==> src/rtl/sonar_pkg.sv <==
// Shared definitions for the multi-channel sonar ranger.
// Holds the FSM state encoding, the register-window offsets, the CTRL/STAT
// bit positions and a small priority-search helper used for channel selection.
package sonar_pkg;

  typedef enum logic [2:0] {
    IDLE      = 3'd0,
    TRIG      = 3'd1,
    WAIT_ECHO = 3'd2,
    MEASURE   = 3'd3,
    HOLDOFF   = 3'd4
  } state_t;

  localparam logic [7:0] CTRL_OFS  = 8'd0;
  localparam logic [7:0] STAT_OFS  = 8'd1;
  localparam logic [7:0] MASK_OFS  = 8'd2;
  localparam logic [7:0] RANGE_OFS = 8'd3;

  localparam int CTRL_START  = 0;
  localparam int CTRL_CONT   = 1;
  localparam int CTRL_IRQ_EN = 2;

  localparam int STAT_BUSY    = 0;
  localparam int STAT_DONE    = 1;
  localparam int STAT_TIMEOUT = 2;
  localparam int STAT_CH_LSB  = 4;

  // Lowest set bit of mask at index >= from. Result is {found, index}.
  // Scanning downwards lets the lowest qualifying bit overwrite the others.
  function automatic logic [3:0] first_set_from(input logic [7:0] mask,
                                                input logic [3:0] from);
    logic [3:0] res;
    res = 4'd0;
    for (int i = 7; i >= 0; i--) begin
      if (mask[i] && (4'(i) >= from)) begin
        res = {1'b1, 3'(i)};
      end
    end
    return res;
  endfunction

endpackage

==> src/rtl/sonar_prescaler.sv <==
// Free-running microsecond prescaler.
// Counts 0..CLK_DIV-1 and pulses tick for the one cycle where the count
// sits at CLK_DIV-1.
// Ports: clk (clock), rst_n (synchronous active-low reset), tick (1-cycle pulse).
module sonar_prescaler
  import sonar_pkg::*;
#(
  parameter int CLK_DIV = 16
) (
  input  logic clk,
  input  logic rst_n,
  output logic tick
);

  logic [15:0] count_r;
  logic [15:0] count_nxt_s;
  logic        tick_r;

  // Next prescaler count with wrap at CLK_DIV-1.
  always_comb begin
    count_nxt_s = (count_r == 16'(CLK_DIV - 1)) ? 16'd0 : count_r + 16'd1;
  end

  // Count register; tick is registered so it is high exactly while count_r == CLK_DIV-1.
  always_ff @(posedge clk) begin
    if (!rst_n) begin
      count_r <= 16'd0;
      tick_r  <= 1'b0;
    end else begin
      count_r <= count_nxt_s;
      tick_r  <= (count_nxt_s == 16'(CLK_DIV - 1));
    end
  end

  assign tick = tick_r;

endmodule

==> src/rtl/sonar_array.sv <==
// Multi-channel ultrasonic ranger on the 8-bit memory-mapped bus.
// Fires the enabled transducers one at a time in ascending order, times each
// echo in microsecond ticks and converts the width into inches.
// Ports: clk, rst_n (sync active-low); bus din/address/w_en/r_en -> dout
// (registered, one cycle after r_en); echo[CHANNELS] async inputs;
// trig[CHANNELS] one-hot trigger outputs; irq = done & irq_en.
module sonar_array
  import sonar_pkg::*;
#(
  parameter int         CHANNELS     = 4,
  parameter logic [7:0] BASE_ADDRESS = 8'h00,
  parameter int         CLK_DIV      = 16,
  parameter int         TRIG_US      = 10,
  parameter int         TIMEOUT_US   = 35000,
  parameter int         PERIOD_US    = 60000,
  parameter int         RANGE_MUL    = 219,
  parameter int         RANGE_SHIFT  = 15
) (
  input  logic                clk,
  input  logic                rst_n,
  input  logic [7:0]          din,
  input  logic [7:0]          address,
  input  logic                w_en,
  input  logic                r_en,
  output logic [7:0]          dout,
  input  logic [CHANNELS-1:0] echo,
  output logic [CHANNELS-1:0] trig,
  output logic                irq
);

  localparam logic [7:0] CH_MASK = 8'((16'd1 << CHANNELS) - 16'd1);

  logic                tick_s;
  logic [CHANNELS-1:0] echo_meta_r, echo_sync_r;
  logic [7:0]          echo8_s;
  logic                echo_bit_s;
  state_t              state_r, state_nxt_s;
  logic [15:0]         cnt_r, cnt_nxt_s;
  logic [2:0]          ch_r, ch_nxt_s;
  logic [2:0]          ctrl_r, ctrl_w_s, ctrl_nxt_s;
  logic                done_r, done_nxt_s, timeout_r, timeout_nxt_s;
  logic [7:0]          mask_r;
  logic [7:0]          range_r [CHANNELS];
  logic [CHANNELS-1:0] trig_r, trig_nxt_s;
  logic [7:0]          dout_r, rd_s, ofs_s;
  logic                irq_r, busy_s;
  logic                wr_ctrl_s, wr_stat_s, wr_mask_s;
  logic                clr_start_s, set_done_s, set_timeout_s, range_we_s;
  logic [7:0]          range_wdata_s, range_calc_s;
  logic [23:0]         prod_s, scaled_s;
  logic [3:0]          first_s, next_s;

  sonar_prescaler #(.CLK_DIV(CLK_DIV)) u_prescaler (
    .clk  (clk),
    .rst_n(rst_n),
    .tick (tick_s)
  );

  assign ofs_s     = address - BASE_ADDRESS;
  assign wr_ctrl_s = w_en && (ofs_s == CTRL_OFS);
  assign wr_stat_s = w_en && (ofs_s == STAT_OFS);
  assign wr_mask_s = w_en && (ofs_s == MASK_OFS);
  assign busy_s    = (state_r != IDLE);

  // Channel search, echo of the active channel and the saturating range conversion.
  always_comb begin
    first_s      = first_set_from(mask_r, 4'd0);
    next_s       = first_set_from(mask_r, {1'b0, ch_r} + 4'd1);
    echo8_s      = 8'd0;
    echo8_s[CHANNELS-1:0] = echo_sync_r;
    echo_bit_s   = echo8_s[ch_r];
    prod_s       = 24'(cnt_r) * 24'(RANGE_MUL);
    scaled_s     = prod_s >> RANGE_SHIFT;
    range_calc_s = (scaled_s > 24'd255) ? 8'hFF : scaled_s[7:0];
  end

  // Sweep FSM: next state, counter, channel and register side effects; acts on ticks only.
  always_comb begin
    state_nxt_s   = state_r;
    cnt_nxt_s     = cnt_r;
    ch_nxt_s      = ch_r;
    clr_start_s   = 1'b0;
    set_done_s    = 1'b0;
    set_timeout_s = 1'b0;
    range_we_s    = 1'b0;
    range_wdata_s = 8'd0;
    if (tick_s) begin
      case (state_r)
        IDLE: begin
          if (ctrl_r[CTRL_START]) begin
            if (first_s[3]) begin
              ch_nxt_s    = first_s[2:0];
              cnt_nxt_s   = 16'd0;
              state_nxt_s = TRIG;
            end else begin
              set_done_s  = 1'b1;
              clr_start_s = 1'b1;
            end
          end else begin
            state_nxt_s = IDLE;
          end
        end
        TRIG: begin
          if (cnt_r == 16'(TRIG_US - 1)) begin
            cnt_nxt_s   = 16'd0;
            state_nxt_s = WAIT_ECHO;
          end else begin
            cnt_nxt_s = cnt_r + 16'd1;
          end
        end
        WAIT_ECHO: begin
          if (echo_bit_s) begin
            cnt_nxt_s   = 16'd0;
            state_nxt_s = MEASURE;
          end else if (cnt_r == 16'(TIMEOUT_US)) begin
            // The counter keeps running so the holdoff still ends on the period boundary.
            range_we_s    = 1'b1;
            range_wdata_s = 8'hFF;
            set_timeout_s = 1'b1;
            cnt_nxt_s     = cnt_r + 16'd1;
            state_nxt_s   = HOLDOFF;
          end else begin
            cnt_nxt_s = cnt_r + 16'd1;
          end
        end
        MEASURE: begin
          cnt_nxt_s = cnt_r + 16'd1;
          if (!echo_bit_s || (cnt_r == 16'(TIMEOUT_US))) begin
            range_we_s    = 1'b1;
            range_wdata_s = range_calc_s;
            set_timeout_s = (cnt_r == 16'(TIMEOUT_US));
            state_nxt_s   = HOLDOFF;
          end else begin
            state_nxt_s = MEASURE;
          end
        end
        HOLDOFF: begin
          if (cnt_r == 16'(PERIOD_US - 1)) begin
            cnt_nxt_s = 16'd0;
            if (next_s[3]) begin
              ch_nxt_s    = next_s[2:0];
              state_nxt_s = TRIG;
            end else if (ctrl_r[CTRL_CONT] && ctrl_r[CTRL_START] && first_s[3]) begin
              // End of a continuous sweep: flag it and start over.
              set_done_s  = 1'b1;
              ch_nxt_s    = first_s[2:0];
              state_nxt_s = TRIG;
            end else begin
              set_done_s  = 1'b1;
              clr_start_s = 1'b1;
              state_nxt_s = IDLE;
            end
          end else begin
            cnt_nxt_s = cnt_r + 16'd1;
          end
        end
        default: begin
          state_nxt_s = IDLE;
        end
      endcase
    end else begin
      state_nxt_s = state_r;
    end
  end

  // Control/status next values: hardware start-clear beats a CTRL write,
  // hardware set beats a W1C.
  always_comb begin
    ctrl_w_s      = wr_ctrl_s ? din[2:0] : ctrl_r;
    ctrl_nxt_s    = {ctrl_w_s[2:1], ctrl_w_s[0] & ~clr_start_s};
    done_nxt_s    = set_done_s | (done_r & ~(wr_stat_s & din[STAT_DONE]));
    timeout_nxt_s = set_timeout_s | (timeout_r & ~(wr_stat_s & din[STAT_TIMEOUT]));
    for (int i = 0; i < CHANNELS; i++) begin
      trig_nxt_s[i] = (state_nxt_s == TRIG) && (ch_nxt_s == 3'(i));
    end
  end

  // Read data mux; unmapped offsets return zero.
  always_comb begin
    rd_s = 8'd0;
    case (ofs_s)
      CTRL_OFS: rd_s = {5'd0, ctrl_r};
      STAT_OFS: begin
        rd_s[STAT_BUSY]                 = busy_s;
        rd_s[STAT_DONE]                 = done_r;
        rd_s[STAT_TIMEOUT]              = timeout_r;
        rd_s[STAT_CH_LSB+2:STAT_CH_LSB] = ch_r;
      end
      MASK_OFS: rd_s = mask_r;
      default:  rd_s = 8'd0;
    endcase
    for (int i = 0; i < CHANNELS; i++) begin
      if (ofs_s == RANGE_OFS + 8'(i)) begin
        rd_s = range_r[i];
      end else begin
        rd_s = rd_s;
      end
    end
  end

  // FSM state register.
  always_ff @(posedge clk) begin
    if (!rst_n) begin
      state_r <= IDLE;
    end else begin
      state_r <= state_nxt_s;
    end
  end

  // Datapath, register file, echo synchroniser and registered outputs.
  always_ff @(posedge clk) begin
    if (!rst_n) begin
      echo_meta_r <= '0;
      echo_sync_r <= '0;
      cnt_r       <= 16'd0;
      ch_r        <= 3'd0;
      ctrl_r      <= 3'd0;
      done_r      <= 1'b0;
      timeout_r   <= 1'b0;
      mask_r      <= CH_MASK;
      trig_r      <= '0;
      irq_r       <= 1'b0;
      dout_r      <= 8'd0;
      for (int i = 0; i < CHANNELS; i++) begin
        range_r[i] <= 8'd0;
      end
    end else begin
      echo_meta_r <= echo;
      echo_sync_r <= echo_meta_r;
      cnt_r       <= cnt_nxt_s;
      ch_r        <= ch_nxt_s;
      ctrl_r      <= ctrl_nxt_s;
      done_r      <= done_nxt_s;
      timeout_r   <= timeout_nxt_s;
      mask_r      <= wr_mask_s ? (din & CH_MASK) : mask_r;
      trig_r      <= trig_nxt_s;
      irq_r       <= done_nxt_s & ctrl_nxt_s[CTRL_IRQ_EN];
      dout_r      <= r_en ? rd_s : dout_r;
      for (int i = 0; i < CHANNELS; i++) begin
        if (range_we_s && (ch_r == 3'(i))) begin
          range_r[i] <= range_wdata_s;
        end
      end
    end
  end

  assign dout = dout_r;
  assign trig = trig_r;
  assign irq  = irq_r;

endmodule

==> config.mk <==
export PLATFORM = sky130hd
export DESIGN_NAME = sonar_array
export DESIGN_NICKNAME = d
export VERILOG_FILES = /design/src/rtl/sonar_pkg.sv /design/src/rtl/sonar_prescaler.sv /design/src/rtl/sonar_array.sv
export SDC_FILE = /design/constraint.sdc
export NUM_CORES = 1
export LEC_CHECK = 0
export BUFFER_PORTS_ARGS = -buffer_cell sky130_fd_sc_hd__buf_2
export CAP_MARGIN = 20
export CORE_ASPECT_RATIO = 0.8
export CORE_MARGIN = 2
export CORE_UTILIZATION = 25
export DETAILED_ROUTE_END_ITERATION = 8
export HOLD_SLACK_MARGIN = 0.03
export PLACE_DENSITY_LB_ADDON = 0.08
export SYNTH_ARGS = -nofsm -noshare
export SYNTH_HDL_FRONTEND = slang
export SYNTH_SLANG_ARGS = --single-unit
==> constraint.sdc <==
create_clock -name clk -period 5.5 [get_ports clk]
set_clock_uncertainty 0.2 [all_clocks]
set_input_delay 0.275 -clock clk [delete_from_list [all_inputs] [get_ports clk]]
set_output_delay 0.275 -clock clk [all_outputs]
set_load 0.02 [all_outputs]
Word-level counts from Yosys, hierarchy flattened
Memories as Yosys holds them, arrays and structs flattened.
Cells that the tools add are included.
- input port bits: 24
- RAM bits: 32
- memories kept: 1
- register bits: 69
- mux-type cells: 85
- bitwise operators: 15
- reductions and logical operators: 26
- equality and inequality tests: 24
- magnitude comparators: 6
- $add $sub $neg: 3
- multiply operators: 1
- memories (memory ; depth ; width ; rd ports ; clocked after memory_dff ; write ports ; RTL line ; source):
    range_r ; 4 ; 8 ; 4 ; 0 ; 4 ; sonar_array.sv:43 ; logic [7:0] range_r [CHANNELS];
- operators by type and width (operator ; number):
    $mux W8 ; 13
    $mux W16 ; 6
    $pmux W16 S5 ; 1
    $eq A16 B4 Y1 const B ; 3
    $mux W3 ; 16
    $add A16 B1 Y16 const B ; 2
    $eq A16 B16 Y1 const B ; 2
    $mux W1 ; 32
    $mux W4 ; 8
    $eq A8 B3 Y1 const B ; 3
    $mul A16 B8 Y24 const B ; 1
    $eq A3 B2 Y1 const B ; 6
    $logic_and A1 B1 Y1 ; 17
    $eq A8 B2 Y1 const B ; 2
    $pmux W8 S2 ; 1
    $pmux W3 S5 ; 1
    $eq A3 B1 Y1 const B ; 4
    $gt A9 B8 Y1 const B ; 1
    $logic_not A3 Y1 ; 3
    $pmux W3 S3 ; 1
    $eq A8 B1 Y1 const B ; 1
    $ge A1 B4 Y1 const A ; 2
    $ge A2 B4 Y1 const A ; 2
    $logic_not A8 Y1 ; 1
    15 further kinds ; 31

Logic depth before layout (Yosys ltp)
Gate-level depths: netlist of run 1.
- word-level depth: 13
- depth in mapped cells: 18
- mapped depth without buffers: 16

Cells and area by module
A second synthesis of run 1 with hierarchy kept.
- cell total of the unflattened synthesis: 880
- area total of the unflattened synthesis: 7983.9 um^2
- by module, submodules not included (module ; times used ; seq. area each (um^2) ; area each (um^2) ; cells each):
    sonar_array ; 1 ; 2001.9 ; 7053.0 ; 770
    sonar_prescaler ; 1 ; 340.3 ; 930.9 ; 110

Least setup slack after synthesis of run 1
Ideal clock, no wire load.
- path type: register to register
- from: register cnt_r[6]
- to: memory range_r[0][4], data pin
- setup time: 0.279 ns
- path slack: 0.816 ns
- buffers on the path: 1
- cell stages (with the launch flop): 16
- clock period less this slack: 4.684 ns
- data arrival time: 4.204 ns
- cells stage by stage: dfxtp_1 > inv_1 > ha_1 > xor2_1 > ha_1 > fa_1 > inv_1 > fa_1 > inv_1 > ha_1 > nand4_1 > or3_4 > a31oi_2 > mux2i_2 > buf_6 > a21oi_1
- RTL lines (item ; RTL line ; source):
    from (decl) ; sonar_array.sv:38 ; logic [15:0] cnt_r, cnt_nxt_s;
    from (signal assigned) ; sonar_array.sv:230 ; cnt_r <= cnt_nxt_s;
    to (decl) ; sonar_array.sv:43 ;

==> flow_results.xml, run 1 <==
<?xml version="1.0" encoding="UTF-8"?>
<metrics>
  <group name="outcome">
    <metric name="status" unit="">complete, no violations</metric>
  </group>
  <group name="synth">
    <metric name="post-synth-top-area-fraction" unit="%">16.8</metric>
    <metric name="yosysTopAreaCell" unit="">sky130_fd_sc_hd__dfxtp_1</metric>
    <metric name="netlist-cell-type-count" unit="">83</metric>
    <metric name="ys_warn_count" unit="">0</metric>
    <metric name="postSynthAreaPerCell" unit="sq um">9.18</metric>
    <metric name="post_synth_instance_area" unit="sq um">8210</metric>
    <metric name="syn_inst" unit="">894</metric>
    <metric name="dominantRegCellSynth" unit="">sky130_fd_sc_hd__dfxtp_1</metric>
    <metric name="sequential_cell_area_fraction_in_the_yosys_report" unit="%">28.5</metric>
    <metric name="post_synth_edffs" unit="">32</metric>
    <metric name="ys_async_sr_fraction" unit="%">0</metric>
    <metric name="post_synth_main_area_contributors" unit="">sky130_fd_sc_hd__dfxtp_1 (17%), sky130_fd_sc_hd__ha_1 (14%), sky130_fd_sc_hd__edfxtp_1 (12%)</metric>
    <metric name="synth-seq-cells" unit="">101</metric>
    <metric name="synth_net_count" unit="">1047</metric>
  </group>
  <group name="worst_setup_path">
    <metric name="timing.critical_path.slowest_cell_delay" unit="ns">0.57</metric>
    <metric name="setup.reg_to_reg.worst_slack" unit="ns">0.39</metric>
    <metric name="end_kind" unit="">flip-flop</metric>
    <metric name="cp_common_cell" unit="">sky130_fd_sc_hd__ha_1</metric>
    <metric name="worst_endpoint_data_arrival_time" unit="ns">5.00</metric>
    <metric name="crit_fanout" unit="">32</metric>
    <metric name="path_buf_inv" unit="">3</metric>
    <metric name="timing.critical_path.cells" unit="">ha_1 -&gt; xor2_1 -&gt; ha_1 -&gt; a21o_1 -&gt; fa_1 -&gt; inv_1 -&gt; fa_1 -&gt; inv_1 -&gt; ha_1 -&gt; nand4_1 -&gt; or3_4 -&gt; a31oi_2 -&gt; mux2i_2 -&gt; buf_12 -&gt; a31oi_1</metric>
    <metric name="worst-path-stages" unit="">15</metric>
    <metric name="critPathSlowestCell" unit="">sky130_fd_sc_hd__dfxtp_1</metric>
    <metric name="r2r.worst_path.cells" unit="">15</metric>
    <metric name="worstPathRequired" unit="ns">5.39</metric>
    <metric name="timing_worst_setup_path_type" unit="">reg2reg</metric>
    <metric name="critPathLaunchType" unit="">flip-flop</metric>
    <metric name="critical-path-top-delay-family" unit="">adder cells</metric>
  </group>
  <group name="power">
    <metric name="power.static_leakage" unit="nW">4.03</metric>
    <metric name="p_per_area" unit="nW/um^2">172</metric>
    <metric name="irDropWorstVdd" unit="uV">148</metric>
  </group>
  <group name="detailed_routing">
    <metric name="wirelength" unit="um">23300</metric>
    <metric name="routed_via_density" unit="">4.64</metric>
    <metric name="drc" unit="">0</metric>
    <metric name="num_vias" unit="">6327</metric>
    <metric name="drtPass1Iterations" unit="">4</metric>
    <metric name="drt_iter0_markers" unit="">297</metric>
    <metric name="antenna_violating_nets_post_route" unit="">0</metric>
    <metric name="avgRoutedWirePerCell" unit="um">17.1</metric>
  </group>
  <group name="layout">
    <metric name="postLayoutCoreUtil" unit="%">28.7</metric>
    <metric name="fillers" unit="">3490</metric>
    <metric name="fraction_of_final_layout_cells_with_drive_strength_greater_than_1" unit="%">10.9</metric>
    <metric name="area_delta_synth_final" unit="%">13.2</metric>
    <metric name="top_library_cells_by_usage_in_the_layout_fill_and_taps_aside" unit="">sky130_fd_sc_hd__inv_1 (102), sky130_fd_sc_hd__ha_1 (93), sky130_fd_sc_hd__a21oi_1 (72)</metric>
    <metric name="multi_input_gate_area" unit="sq um">5310</metric>
    <metric name="antennaDiodeCount" unit="">0</metric>
    <metric name="final_cell_count_no_fill" unit="">1365</metric>
    <metric name="seq_area" unit="sq um">2340</metric>
    <metric name="nets" unit="">1086</metric>
    <metric name="final_common_cell" unit="">sky130_fd_sc_hd__inv_1</metric>
  </group>
  <group name="sta">
    <metric name="max_clock_freq" unit="GHz">0.196</metric>
    <metric name="max_transition_margin" unit="%">44.3</metric>
    <metric name="timing.final.setup_violations" unit="">0</metric>
    <metric name="report.final.hold_viol_count" unit="">0</metric>
    <metric name="unrepaired_setup_endpoints_after_global_routing" unit="">false</metric>
    <metric name="setup_total_negative_slack" unit="ns">0</metric>
    <metric name="timing_worst_slew_pin_value" unit="ns">0.826</metric>
    <metric name="share_of_the_clock_period_used_by_the_worst_path" unit="%">92.9</metric>
    <metric name="timing.final.max_slew_violations" unit="">0</metric>
    <metric name="finalWorstPathRequiredPeriod" unit="ns">5.11</metric>
    <metric name="worst_hold_slack" unit="ns">0.140</metric>
  </group>
  <group name="global_route">
    <metric name="met2_layer_usage_reported_by_global_route" unit="%">19.8</metric>
    <metric name="grt.total_usage" unit="%">14.2</metric>
    <metric name="pin_count_of_the_biggest_net_entering_global_routing" unit="">33</metric>
    <metric name="grt_antenna_before_repair" unit="">0</metric>
    <metric name="grt-ovfl-total" unit="">0</metric>
    <metric name="grt_first_pass_wirelength" unit="um">38100</metric>
    <metric name="grt.met3_usage" unit="%">1.94</metric>
    <metric name="busiest_layer" unit="">met1</metric>
    <metric name="met1_usage" unit="%">22.9</metric>
    <metric name="grt_pass1_vias" unit="">6457</metric>
  </group>
  <group name="place">
    <metric name="finalWeightedCongestion" unit="">0.786</metric>
    <metric name="port-buffer-count" unit="">32</metric>
    <metric name="number_of_cells_in_the_design_after_placement" unit="">1341</metric>
    <metric name="half_perimeter_wire_length_of_the_detailed_placement_result" unit="um">18300</metric>
  </group>
  <group name="clocking">
    <metric name="worst_skew_pair.late_latency" unit="ns">0.36</metric>
    <metric name="tritoncts" unit="">done</metric>
    <metric name="cts.htree.levels" unit="">3</metric>
    <metric name="cts_repair_resize_count" unit="">0</metric>
    <metric name="cts_hold_buf" unit="">8</metric>
    <metric name="cts_inserted_buffers" unit="">9</metric>
    <metric name="root_buffer" unit="">sky130_fd_sc_hd__clkbuf_16</metric>
    <metric name="clkSlewWorstSetupHoldPaths" unit="ns">0.08</metric>
    <metric name="max-clock-path-buffers" unit="">2</metric>
    <metric name="tritoncts_num_sinks" unit="">101</metric>
    <metric name="post-cts-setup-buffers" unit="">0</metric>
  </group>
  <group name="hold_path">
    <metric name="worst_hold_path_type" unit="">in2reg</metric>
    <metric name="hold_depth" unit="">2</metric>
  </group>
  <group name="die">
    <metric name="rows" unit="">59</metric>
    <metric name="die-area" unit="sq um">34300</metric>
    <metric name="start_util" unit="%">25.3</metric>
    <metric name="dieWidth" unit="um">207</metric>
    <metric name="die_h" unit="um">166</metric>
    <metric name="num_io_pins" unit="">37</metric>
    <metric name="core_region_area" unit="sq um">32400</metric>
  </group>
  <group name="run">
    <metric name="max_cap_viols" unit="">0</metric>
  </group>
</metrics>
[worst reg2reg max path: cells and delay by family (launching register included)]
family          cells  cell delay (ns)
fa+ha+maj           5             1.98
simple gates        2             0.66
compound gates      3             0.61
flops               1             0.57
buf+inv             3             0.34
mux                 1             0.32
xor+xnor            1             0.17
[kinds of logic (layout without fill, tap and decap cells)]
kind of cell    after synthesis  after routing  share of synthesized area (%)
compound gates              206            206                           17.0
xor+xnor                     46             46                           4.91
fa+ha+maj                   129            129                           23.0
buf+inv                     136            180                           6.78
flops                       101            101                           28.5
mux                          23             23                           3.25
simple gates                253            253                           16.5
[worst paths after layout]
check,from,endpoint
max reg2reg,cnt_r[4]$_SDFFE_PN0P_,range_r[2][7]$_SDFFCE_PN0P_
max,cnt_r[4]$_SDFFE_PN0P_,range_r[2][7]$_SDFFCE_PN0P_
min reg2reg,echo_meta_r[3]$_SDFF_PN0_,echo_sync_r[3]$_SDFF_PN0_
min,rst_n,mask_r[2]$_SDFFE_PN1P_
[through the flow]
step	power, W	cell area, sq um	setup WS, ns
after floorplan	0.000885	8210	0.816
after global placement	0.000923	8900	0.424
after detailed placement	0.000922	8900	0.444
after CTS	0.00163	9290	0.402
after global routing	0.00166	9290	0.0819
final	0.00160	9290	0.389
[layout make-up]
| class | count | share of cell area (%) |
|---|---|---|
| repair buffers | 61 | 4.42 |
| flip-flops and latches | 101 | 25.2 |
| multi-input cells | 657 | 57.1 |
| clock inverters | 5 | 0.606 |
| clock buffers | 11 | 2.73 |
| inverters | 103 | 4.16 |
| well taps | 427 | 5.75 |
[per-layer routing]
layer,up-vias,part of all wire [%]
met5,-,0
met4,0,0.91
met3,12,2.2
met2,79,40
met1,3004,57
li1,3232,-
[cells in the mapped netlist (6+ instances only)]
cell type	instances
sky130_fd_sc_hd__inv_1	102
sky130_fd_sc_hd__ha_1	93
sky130_fd_sc_hd__a21oi_1	72
sky130_fd_sc_hd__dfxtp_1	69
sky130_fd_sc_hd__nor2_1	65
sky130_fd_sc_hd__nand2_1	49
sky130_fd_sc_hd__fa_1	36
sky130_fd_sc_hd__edfxtp_1	32
sky130_fd_sc_hd__o21ai_0	28
sky130_fd_sc_hd__nand3_1	25
sky130_fd_sc_hd__xnor2_1	25
sky130_fd_sc_hd__xor2_1	21
sky130_fd_sc_hd__nand4_1	20
sky130_fd_sc_hd__and2_1	19
sky130_fd_sc_hd__clkbuf_1	18
sky130_fd_sc_hd__mux2i_1	17
sky130_fd_sc_hd__a21o_1	16
sky130_fd_sc_hd__a31oi_1	16
sky130_fd_sc_hd__nor3_1	14
sky130_fd_sc_hd__and3_1	11
sky130_fd_sc_hd__a211oi_1	7
sky130_fd_sc_hd__nand2b_1	7
sky130_fd_sc_hd__nor2b_1	7
sky130_fd_sc_hd__o31ai_1	7
sky130_fd_sc_hd__buf_2	6
sky130_fd_sc_hd__o211ai_1	6
sky130_fd_sc_hd__o311ai_0	6
[state kept, by name (all words and copies together), names as in the netlist, 3 cells and up]
register	cells
range_r	32
u_prescaler.count_r	16
dout	8
ctrl_r	3
echo_sync_r	4
ch_r	3
trig	4
state_r	3
cnt_r	16
echo_meta_r	4
mask_r	4
[power breakdown]
group / internal (W) / switching, W / total (W)
registers: 0.000787 / 0.0000120 / 0.000799
clock network: 0.000382 / 0.000307 / 0.000688
logic: 0.0000397 / 0.0000685 / 0.000108
Note: power is estimated with default switching activity, not from simulation.
==> inputs of run 2 (changes only) <==
RECOVER_POWER = 100   (was unset)
SLEW_MARGIN = 0   (was unset)
==> run 2 against run 1 <==
  * Register-to-register slack hardly changed
  * Critical path depth did not move
  * Design area shrank 0.96%
  * Sequential cell count unchanged
  * Non-clock buffer count unchanged
  * First-iteration DRC count shrank 4.0%
  * Fmax hardly changed
==> flow_results.xml, run 2 (synthesis results as in run 1) <==
<?xml version="1.0" encoding="UTF-8"?>
<metrics>
  <group name="die">
    <metric name="num_io_pins" unit="">37</metric>
    <metric name="die-area" unit="sq um">34300</metric>
    <metric name="core_region_area" unit="sq um">32400</metric>
    <metric name="rows" unit="">59</metric>
    <metric name="dieWidth" unit="um">207</metric>
    <metric name="start_util" unit="%">25.3</metric>
    <metric name="die_h" unit="um">166</metric>
  </group>
  <group name="sta">
    <metric name="worst_hold_slack" unit="ns">0.144</metric>
    <metric name="report.final.hold_viol_count" unit="">0</metric>
    <metric name="timing.final.max_slew_violations" unit="">0</metric>
    <metric name="setup_ws" unit="ns">0.388</metric>
    <metric name="unrepaired_setup_endpoints_after_global_routing" unit="">false</metric>
    <metric name="setup_total_negative_slack" unit="ns">0</metric>
    <metric name="max_clock_freq" unit="GHz">0.196</metric>
    <metric name="finalWorstPathRequiredPeriod" unit="ns">5.11</metric>
    <metric name="max_transition_margin" unit="%">4.57</metric>
    <metric name="share_of_the_clock_period_used_by_the_worst_path" unit="%">92.9</metric>
    <metric name="timing_worst_slew_pin_value" unit="ns">1.43</metric>
    <metric name="timing.final.setup_violations" unit="">0</metric>
  </group>
  <group name="layout">
    <metric name="registers.top_by_ff_count" unit="">range_r</metric>
    <metric name="top_regs" unit="">range_r: 32 flops, cnt_r: 16 flops, u_prescaler.count_r: 16 flops</metric>
    <metric name="fraction_of_final_layout_cells_with_drive_strength_greater_than_1" unit="%">7.78</metric>
    <metric name="antennaDiodeCount" unit="">0</metric>
    <metric name="nets" unit="">1086</metric>
    <metric name="flip_flop_count_of_the_largest_register_after_layout" unit="">32</metric>
    <metric name="top_library_cells_by_usage_in_the_layout_fill_and_taps_aside" unit="">sky130_fd_sc_hd__inv_1 (103), sky130_fd_sc_hd__ha_1 (93), sky130_fd_sc_hd__a21oi_1 (73)</metric>
    <metric name="area_delta_synth_final" unit="%">12.1</metric>
    <metric name="final_common_cell" unit="">sky130_fd_sc_hd__inv_1</metric>
    <metric name="postLayoutCoreUtil" unit="%">28.4</metric>
  </group>
  <group name="place">
    <metric name="port-buffer-count" unit="">32</metric>
    <metric name="placement.setup.worst_slack" unit="ns">0.444</metric>
    <metric name="finalWeightedCongestion" unit="">0.786</metric>
    <metric name="half_perimeter_wire_length_of_the_detailed_placement_result" unit="um">18300</metric>
  </group>
  <group name="detailed_routing">
    <metric name="drtPass1Iterations" unit="">5</metric>
    <metric name="maxUsedRoutingLayer" unit="">met4</metric>
    <metric name="drt_iter0_markers" unit="">285</metric>
    <metric name="wirelength" unit="um">23300</metric>
    <metric name="num_vias" unit="">6315</metric>
    <metric name="met2_wirelength" unit="um">9220</metric>
    <metric name="routed_via_density" unit="">4.63</metric>
    <metric name="avgRoutedWirePerCell" unit="um">17.1</metric>
    <metric name="wl_met1" unit="um">13300</metric>
    <metric name="drc" unit="">0</metric>
    <metric name="antenna_violating_nets_post_route" unit="">0</metric>
    <metric name="detailroute.wirelength.met3" unit="um">597</metric>
  </group>
  <group name="global_route">
    <metric name="grt-ovfl-total" unit="">0</metric>
    <metric name="grt_antenna_before_repair" unit="">0</metric>
    <metric name="grt.total_usage" unit="%">14.2</metric>
    <metric name="grt_pass1_vias" unit="">6457</metric>
    <metric name="grt_first_pass_wirelength" unit="um">38100</metric>
    <metric name="pin_count_of_the_biggest_net_entering_global_routing" unit="">33</metric>
  </group>
  <group name="worst_setup_path">
    <metric name="critical_path.startpoint" unit="">cnt_r[4]$_SDFFE_PN0P_</metric>
    <metric name="cp_common_cell" unit="">sky130_fd_sc_hd__ha_1</metric>
    <metric name="worst_r2r_startpoint" unit="">cnt_r[4]$_SDFFE_PN0P_</metric>
    <metric name="critPathSlowestCell" unit="">sky130_fd_sc_hd__dfxtp_1</metric>
    <metric name="timing.critical_path.cells" unit="">ha_1 -&gt; xor2_1 -&gt; ha_1 -&gt; a21o_1 -&gt; fa_1 -&gt; inv_1 -&gt; fa_1 -&gt; inv_1 -&gt; ha_1 -&gt; nand4_1 -&gt; or3_4 -&gt; a31oi_2 -&gt; mux2i_1 -&gt; buf_12 -&gt; a31oi_1</metric>
    <metric name="critical-path-top-delay-family" unit="">adder cells</metric>
    <metric name="worstPathRequired" unit="ns">5.39</metric>
    <metric name="path_buf_inv" unit="">3</metric>
    <metric name="timing.critical_path.slowest_cell_delay" unit="ns">0.57</metric>
    <metric name="worst_endpoint_data_arrival_time" unit="ns">5.00</metric>
    <metric name="timing_worst_setup_path_type" unit="">reg2reg</metric>
    <metric name="crit_fanout" unit="">32</metric>
    <metric name="end_kind" unit="">flip-flop</metric>
    <metric name="critPathLaunchType" unit="">flip-flop</metric>
  </group>
  <group name="clocking">
    <metric name="cts_inserted_buffers" unit="">9</metric>
    <metric name="cts_hold_buf" unit="">8</metric>
    <metric name="root_buffer" unit="">sky130_fd_sc_hd__clkbuf_16</metric>
    <metric name="post-cts-setup-buffers" unit="">0</metric>
    <metric name="cts.htree.levels" unit="">3</metric>
    <metric name="max-clock-path-buffers" unit="">2</metric>
    <metric name="worst_skew_pair.late_latency" unit="ns">0.36</metric>
    <metric name="tritoncts" unit="">done</metric>
    <metric name="clkSlewWorstSetupHoldPaths" unit="ns">0.08</metric>
    <metric name="cts_repair_resize_count" unit="">0</metric>
    <metric name="tritoncts_num_sinks" unit="">101</metric>
  </group>
  <group name="power">
    <metric name="total_power" unit="W">0.00159</metric>
    <metric name="p_per_area" unit="nW/um^2">173</metric>
    <metric name="irDropWorstVdd" unit="uV">148</metric>
    <metric name="power.static_leakage" unit="nW">3.96</metric>
  </group>
  <group name="hold_path">
    <metric name="min-delay-start" unit="">r_en</metric>
    <metric name="worst_hold_path_type" unit="">in2reg</metric>
  </group>
  <group name="outcome">
    <metric name="status" unit="">complete, no violations</metric>
  </group>
  <group name="run">
    <metric name="max_cap_viols" unit="">0</metric>
  </group>
</metrics>
==> run 2: cell types whose count changed in the layout (fill, tap and decap cells not counted), sizes merged <==
cell,previous run,this run
buf,53,37
clkbuf,11,27
==> run 2: path summary, 6_finish.rpt <==
path	endpoint	depth (start not counted)	slack (ns)
max	range_r[2][7]$_SDFFCE_PN0P_	15	0.39
min	dout[3]$_SDFFE_PN0P_	3	0.14
max reg2reg	range_r[2][7]$_SDFFCE_PN0P_	15	0.39
min reg2reg	echo_sync_r[3]$_SDFF_PN0_	1	0.23
==> run 2: area by class of cell <==
class                      count  area [sq um]
sequential                   101          2340
fill                        3521         23200
clock inverter                 5          56.3
tap                          427           534
timing repair buffer          61           385
inverter                     103           387
clock buffer                  11           254
multi-input combinational    657          5250
==> run 2: tightest hold or removal path, stage by stage <==
cell and delay [ns]:
sky130_fd_sc_hd__buf_2 0.20, sky130_fd_sc_hd__nand3_1 0.11, sky130_fd_sc_hd__a21oi_1 0.06
==> run 2: layer usage <==
layer	vias up	track usage, %
li1	3236	-
met1	2997	22.9
met2	70	19.8
met3	12	1.94
met4	0	2.55
met5	-	0
==> run 2: where the power goes <==
part | switching [W] | internal [W] | total (W)
logic | 0.0000663 | 0.0000374 | 0.000104
registers | 0.0000120 | 0.000787 | 0.000799
clock network | 0.000304 | 0.000382 | 0.000686
total | 0.000383 | 0.00121 | 0.00159
==> run 2: stage by stage <==
step,area (sq um),instances
3_5_place_dp,8900,1341
6_report,9200,1365
4_1_cts,9290,1365
3_3_place_gp,8900,1341
5_1_grt,9200,1365
2_1_floorplan,8210,894
